==> src/rtl/fixed_pkg.sv <==
// Shared fixed-point helpers: stream FSM states, rescale shift and a generic
// round/saturate routine usable by any fixed-point block.
package fixed_pkg;

  typedef enum logic [1:0] {
    RUN    = 2'd0,
    DRAIN  = 2'd1,
    RESULT = 2'd2,
    CLEAR  = 2'd3
  } state_t;

  // Wide enough for a 64-bit product plus rounding carry and left shifts.
  localparam int RS_W = 128;

  typedef struct packed {
    logic [RS_W-1:0] val;
    logic            sat;
  } rs_t;

  // Right-shift needed to move a product of two fixed-point operands
  // into the output fraction format (negative means shift left).
  function automatic int shift_amt(input int a_frac, input int b_frac,
                                   input int out_frac);
    return a_frac + b_frac - out_frac;
  endfunction

  // Round half toward +inf, then clamp to a signed out_w-bit range.
  function automatic rs_t round_sat(input logic signed [RS_W-1:0] p,
                                    input int sh, input int out_w);
    logic signed [RS_W-1:0] r, hi, lo, one;
    rs_t o;
    one = 1;
    if (sh > 0)      r = (p + (one <<< (sh - 1))) >>> sh;
    else if (sh < 0) r = p <<< (-sh);
    else             r = p;
    hi    = (one <<< (out_w - 1)) - one;
    lo    = -hi - one;
    o.sat = (r > hi) || (r < lo);
    o.val = (r > hi) ? hi : ((r < lo) ? lo : r);
    return o;
  endfunction

endpackage

==> src/rtl/fixed_round_sat.sv <==
// Combinational rescale of a full product: round, saturate, flag overflow.
module fixed_round_sat
  import fixed_pkg::*;
#(
  parameter int IN_WIDTH  = 64,
  parameter int SH        = 16,
  parameter int OUT_WIDTH = 32
) (
  input  logic signed [IN_WIDTH-1:0]  prod,
  output logic        [OUT_WIDTH-1:0] res,
  output logic                        sat
);

  rs_t  rs;
  logic unused_hi;

  // Sign-extend into the helper's working width and rescale.
  always_comb begin
    rs = round_sat(RS_W'(prod), SH, OUT_WIDTH);
  end

  // Upper bits are only copies of the sign after clamping.
  assign res       = rs.val[OUT_WIDTH-1:0];
  assign sat       = rs.sat;
  assign unused_hi = ^rs.val[RS_W-1:OUT_WIDTH];

endmodule

==> src/rtl/fixed_mul_stream.sv <==
// Streaming signed fixed-point multiplier feeding an accumulator.
// Two-stage pipeline (product, then round/sat) and a per-vector
// sequencer: RUN -> DRAIN (2 cycles) -> RESULT -> CLEAR -> RUN.
module fixed_mul_stream
  import fixed_pkg::*;
#(
  parameter int A_WIDTH   = 32,
  parameter int A_FRAC    = 16,
  parameter int B_WIDTH   = 32,
  parameter int B_FRAC    = 16,
  parameter int OUT_WIDTH = 32,
  parameter int OUT_FRAC  = 16,
  parameter int LEN_WIDTH = 16
) (
  input  logic                 clk,
  input  logic                 rst,
  input  logic                 s_valid,
  output logic                 s_ready,
  input  logic [A_WIDTH-1:0]   s_a,
  input  logic [B_WIDTH-1:0]   s_b,
  input  logic                 s_last,
  output logic [OUT_WIDTH-1:0] acc_a,
  output logic                 acc_nd,
  output logic                 acc_done,
  output logic                 result_valid,
  input  logic                 result_ack,
  output logic [LEN_WIDTH-1:0] result_len,
  output logic                 sat_flag
);

  localparam int P_WIDTH = A_WIDTH + B_WIDTH;
  localparam int SH      = shift_amt(A_FRAC, B_FRAC, OUT_FRAC);

  state_t                state, state_nx;
  logic                  drain_cnt;
  logic                  accept;
  logic [2:1]            vld_pipe;
  logic signed [P_WIDTH-1:0] a_ext, b_ext, prod;
  logic [OUT_WIDTH-1:0]  rs_val;
  logic                  rs_sat;
  logic [LEN_WIDTH-1:0]  cnt;
  logic                  sat_q;

  assign accept = s_valid && s_ready;
  assign a_ext  = P_WIDTH'(signed'(s_a));
  assign b_ext  = P_WIDTH'(signed'(s_b));

  // State register; reset lands in CLEAR so the accumulator is re-zeroed.
  always_ff @(posedge clk) begin
    if (rst) state <= CLEAR;
    else     state <= state_nx;
  end

  // DRAIN cycle counter: 0 on the first DRAIN cycle, 1 on the second.
  always_ff @(posedge clk) begin
    if (rst)                 drain_cnt <= 1'b0;
    else if (state == DRAIN) drain_cnt <= ~drain_cnt;
    else                     drain_cnt <= 1'b0;
  end

  // Next-state logic. A last beat taken in CLEAR closes a one-beat vector.
  always_comb begin
    state_nx = state;
    case (state)
      RUN:     if (accept && s_last) state_nx = DRAIN;
      DRAIN:   if (drain_cnt)        state_nx = RESULT;
      RESULT:  if (result_ack)       state_nx = CLEAR;
      CLEAR:   state_nx = (accept && s_last) ? DRAIN : RUN;
      default: state_nx = CLEAR;
    endcase
  end

  // Moore outputs.
  always_comb begin
    s_ready      = (state == RUN) || (state == CLEAR);
    result_valid = (state == RESULT);
    acc_done     = (state == CLEAR);
  end

  fixed_round_sat #(
    .IN_WIDTH  (P_WIDTH),
    .SH        (SH),
    .OUT_WIDTH (OUT_WIDTH)
  ) u_round_sat (
    .prod (prod),
    .res  (rs_val),
    .sat  (rs_sat)
  );

  // Fixed-latency datapath: stage 1 holds the product, stage 2 the result.
  always_ff @(posedge clk) begin
    if (rst) begin
      vld_pipe <= '0;
      prod     <= '0;
      acc_a    <= '0;
    end else begin
      vld_pipe <= {vld_pipe[1], accept};
      if (accept)      prod  <= a_ext * b_ext;
      if (vld_pipe[1]) acc_a <= rs_val;
    end
  end

  assign acc_nd = vld_pipe[2];

  // Beat counter and sticky saturation; CLEAR starts a fresh vector and
  // still counts a beat accepted in that cycle.
  always_ff @(posedge clk) begin
    if (rst) begin
      cnt   <= '0;
      sat_q <= 1'b0;
    end else if (state == CLEAR) begin
      cnt   <= LEN_WIDTH'(accept);
      sat_q <= 1'b0;
    end else begin
      if (accept && (cnt != '1)) cnt   <= cnt + 1'b1;
      if (vld_pipe[1] && rs_sat) sat_q <= 1'b1;
    end
  end

  assign result_len = cnt;
  assign sat_flag   = sat_q;

endmodule

==> config.mk <==
export PLATFORM = sky130hd
export DESIGN_NAME = fixed_mul_stream
export DESIGN_NICKNAME = d
export VERILOG_FILES = /design/src/rtl/fixed_pkg.sv /design/src/rtl/fixed_round_sat.sv /design/src/rtl/fixed_mul_stream.sv
export SDC_FILE = /design/constraint.sdc
export NUM_CORES = 2
export LEC_CHECK = 0
export CORE_MARGIN = 1.5
export CORE_UTILIZATION = 45
export CTS_CLUSTER_DIAMETER = 120
export DETAILED_ROUTE_END_ITERATION = 6
export GPL_ROUTABILITY_DRIVEN = 1
export MAX_ROUTING_LAYER = met4
export PLACE_DENSITY = 0.69
export SLEW_MARGIN = 20
export SYNTH_ARGS = -nofsm -noshare
export SYNTH_HDL_FRONTEND = slang
export SYNTH_SLANG_ARGS = --single-unit
==> constraint.sdc <==
create_clock -name clk -period 8.9 [get_ports clk]
set_input_delay 0.89 -clock clk [delete_from_list [all_inputs] [get_ports clk]]
set_output_delay 0.89 -clock clk [all_outputs]
set_load 0.05 [all_outputs]
; ---- Word-level counts from Yosys, hierarchy flattened
; Index checks and enable logic that the tools add are counted.
[word_totals]
output_inout_bits = 53
inputBits = 69
word_cells = 42
ff_bits = 118
[classes]
multipliers = 1
n_reduce_logical = 11
magnitude_cmp = 2
n_eq_ne = 7
n_mux = 9
n_addsub = 2
bitwise_logic = 2
[ops]
columns = op, n
row1 = $add 64x17->65 const B, 1
row2 = $mul 32x32->64, 1
row3 = $mux 32, 2
row4 = $gt 49x32->1 const B, 1
row5 = $lt 49x32->1 const B, 1
row6 = $add 16x1->16 const B, 1
row7 = $ne 16x16->1 const B, 1
row8 = $pmux 2 s4, 1
row9 = $mux 2, 3
row10 = $eq 2x2->1 const B, 2
row11 = $logic_and 1x1->1, 4
row12 = $ne 2x2->1 const B, 2
row13 = $reduce_or 2->1, 2
row14 = $mux 1, 3
row15 = $reduce_and 3->1, 1
row16 = $eq 2x1->1 const B, 1
row17 = $logic_not 2->1, 1
row18 = $logic_or 1x1->1, 2
row19 = $ne 2x1->1 const B, 1
row20 = $not 1->1, 2
row21 = $reduce_bool 2->1, 1

; ---- Logic depth before layout (Yosys ltp)
[depth]
ltp_word = 6
depth_mapped = 29

; ---- Cells and area by module
; Synthesis repeated with hierarchy kept, for this count alone.
[hier_totals]
cells_unflattened = 4651
area_unflattened_um2 = 42381.9
[by_module_without_submodules]
columns = module, area_each_um2, cells_each, seq_area_each_um2, instances
row1 = fixed_mul_stream, 40777.9, 4430, 2362.3, 1
row2 = fixed_round_sat, 1604.0, 221, 0.0, 1

; ---- Worst setup path after synthesis
; Ideal clock, no wire load.
[synth_path]
path_kind = input-to-reg
startpoint = input port s_a[31]
endpoint = register prod[56]
cell_stages = 27
arrival_time_ps = 8138
slack_ps = 631
required_time_ps = 8770
path_cell_list = clkbuf_1 nand2_1 inv_1 fa_1 inv_1 fa_1 fa_1 inv_1 fa_1 inv_1 fa_1 inv_1 fa_1 inv_1 fa_1 inv_1 fa_1 ha_1 clkbuf_1 a21o_1 a21oi_1 nor2_1 or3_1 a21o_1 a221oi_1 xor2_1 o21ai_0
[synth_via]
elab_chain_len = 1
[synth_rtl]
columns = item, line_no
row1 = "start, declared", fixed_mul_stream.sv:19  ; input logic [A_WIDTH-1:0] s_a,
row2 = $mul 32x32->64, fixed_mul_stream.sv:98  ; if (accept) prod <= a_ext * b_ext;
row3 = "end signal, assigned", fixed_mul_stream.sv:98
row4 = "end, declared", fixed_mul_stream.sv:38  ; logic signed [P_WIDTH-1:0] a_ext, b_ext, prod;
; No other way between the ends.
; A chain may end at the register's enable or synchronous reset.

; ---- Final worst setup path
[layout_path]
startpoint = input port s_a[10]
endpoint = register prod[63]
; The elaborated chain is that of the path after synthesis.

==> key figures <==
CTS
  • CTS Buffer Depth: 2
  • Clock latency on the worst-skew pair: roughly 350 ps
  • Clock-pin slew on the worst setup and hold paths: ~70 ps
  • H-tree depth: 3
  • CTS tree: yes
  • CTS Buf Count: 9
  • Clk Tree Root Cell: clkbuf_16
  • Setup repair bufs after CTS: 0
  • Clock Sink Count: around 100

Cells and area
  • Layout area overhead: 10.2%
  • Share of layout cells above drive strength 1: 0.0486
  • Most common cell after layout, fill and taps aside: fa_1
  • Most frequent cells in the layout: fa_1 (1081), inv_1 (980), nand2_1 (638), and2_1 (524), ha_1 (186)
  • Final Util: 0.500
  • Final nets: about 6000
  • Layout Cells excl Fill: 5706

Synth
  • Post-Synth Adder-Cell Area: 0.589
  • Syn_area_per_cell: a little over 9 um^2
  • Asr flop ratio synth: 0
  • Compound-gate portion of the synthesized area: 0.0458
  • Simple-gate area share of the yosys netlist: 0.177
  • Largest family of logic cells by synthesized area: adder cells
  • Post-synth cell types: between 60 and 70
  • Post-synth EDFFs: 0
  • Syn nets: a little under 6000
  • Cell area after synthesis: 40700 um^2
  • Syn. warnings: 0
  • Flops & latches, synth: 103
  • Post-synthesis sequential area ratio: 0.0507
  • Ys flop type: dfxtp_1
  • Post-Synth XOR/XNOR Area: 0.0230
  • Multiplexer share of the synthesized area: 0.000738
  • Mapped Cells: between 4000 and 5000

Global routing
  • Congestion Overflow GR: 0
  • Initial antenna violation count: 2
  • First-pass GRT wire length: approximately 180000 um
  • All-layer global routing usage: 0.252
  • Vias in the first global route: about 34000
  • Largest net degree at the start of global routing: approximately 60

Detailed routing
  • Total wire length: ~110000 um
  • DRC: 0
  • First-iteration detailed-routing DRC count: 1597
  • Vias: between 20000 and 30000
  • Wire per inst: 18.8 um
  • Vias per Instance: ~5.2
  • Post-route ant nets: 0
  • TritonRoute pass-1 iters: 5

STA
  • Final-report setup violation count: 0
  • Final Hold Violating Endpoints: 0
  • Final TNS setup: 0 ps
  • Unrepaired setup endpoints after global routing: no
  • Slew @ Worst Pin: roughly 730 ps
  • Relative slew slack: 0.508
  • Part of the cycle the worst path needs: 0.957
  • FMAX: approximately 0.12 GHz
  • Final worst path period need: roughly 8500 ps
  • Clock Skew: 7.35 ps
  • Slew Viols, Final: 0

Worst setup path
  • Critical path arrival: ~9000 ps
  • Crit end category: flip-flop
  • Critical Path RT: ~9200 ps
  • Critical path class: in2reg
  • Nature of the critical path startpoint: primary input
  • Max Fanout on Critical Path: 6

Flow run
  • Max-cap violations: 0

Die
  • Die H: 304 um
  • IO Count: about 120
  • Site row count: 110
  • Core area: 89700 um^2
  • Starting density of the core: 0.453
  • Die area: just over 90000 um^2
  • Die width: between 300 and 400 um

Status
  • Status: finished clean

Placement
  • IO buf count: 121
  • Dpl cells: ~5700
  • Gpl congestion: between 0.9 and 1
  • DP HPWL: 91600 um

Worst hold path
  • Worst Hold Class: reg2reg
[Yosys cell counts (all sizes together), types with 38 or more instances]
library cell	count	share of area
a21oi	107	0.013
clkbuf	232	0.021
fa	1081	0.53
o21ai	49	0.0060
ha	186	0.057
xnor2	58	0.012
xor2	49	0.011
and2	525	0.081
inv	980	0.090
nand4	38	0.0060
nand3	44	0.0057
nor2	90	0.0083
dfxtp	103	0.051
nand2	640	0.059
[per-stage QoR]
| step | worst slack (ps) | hold slack, ps | instance area (um^2) |
|---|---|---|---|
| global route | 12.7 | 505 | 44800 |
| CTS | 299 | 487 | 44800 |
| floorplan | 631 | 452 | 40700 |
| finish | 383 | 481 | 44800 |
| detailed placement | -42.1 | 475 | 44500 |
| global placement | 115 | 466 | 44400 |
[sequential cells by signal, indices dropped and copies added (netlist names)]
signal and count:
sat_flag 1, acc_a 32, state 2, prod 49, vld_pipe 2, result_len 16, drain_cnt 1
[routing by layer]
metal  wire (um)  GRT usage
met4        5390      0.107
met3        5110     0.0264
met5           0          -
met2       55300      0.443
met1       41200      0.294
[layout make-up]
cell class,count,area (um^2)
antenna,2,5.00
timing repair buffer,312,3230
fill,8340,44900
tap,1176,1470
inverter,981,3680
multi-input combinational,3117,34000
clock inverter,5,129
sequential,103,2060
clock buffer,10,229
[worst max-delay path: stages]
cell	delay, ps
clkdlybuf4s50_1	570
buf_4	200
buf_4	150
nand2_1	70
fa_1	510
inv_1	60
fa_1	450
fa_1	510
inv_1	60
fa_1	480
inv_1	50
fa_1	480
fa_1	580
fa_1	450
fa_1	500
ha_1	320
a21o_1	180
a21o_1	160
a21oi_1	210
a21oi_1	90
a211oi_1	460
o21ai_0	300
a21oi_1	310
o21ai_0	180
buf_4	170
a211o_1	290
o211ai_1	90
[worst paths after layout]
path	start	to	slack [ps]	cells past startpoint
setup / recovery	s_a[10]	prod[63]$_SDFFE_PP0P_	380	27
hold reg to reg	acc_a[0]$_SDFFE_PP0P_	acc_a[0]$_SDFFE_PP0P_	480	2
hold / removal	acc_a[0]$_SDFFE_PP0P_	acc_a[0]$_SDFFE_PP0P_	480	2
setup reg to reg	prod[20]$_SDFFE_PP0P_	acc_a[21]$_SDFFE_PP0P_	5250	10
[kinds of logic after synthesis]
kind of cell    after synthesis
xor+xnor                    107
compound gates              298
buf+inv                    1222
fa+ha+maj                  1267
flops                       103
simple gates               1442
mux                           3
[timing repair]
item,4_1_cts,5_1_grt
setup endpoints to repair,0,2
resized for setup,0,2
hold buffers,0,0
Power is not shown: default switching activity piles up to over one toggle a cycle in this logic, so the estimate is an artifact.
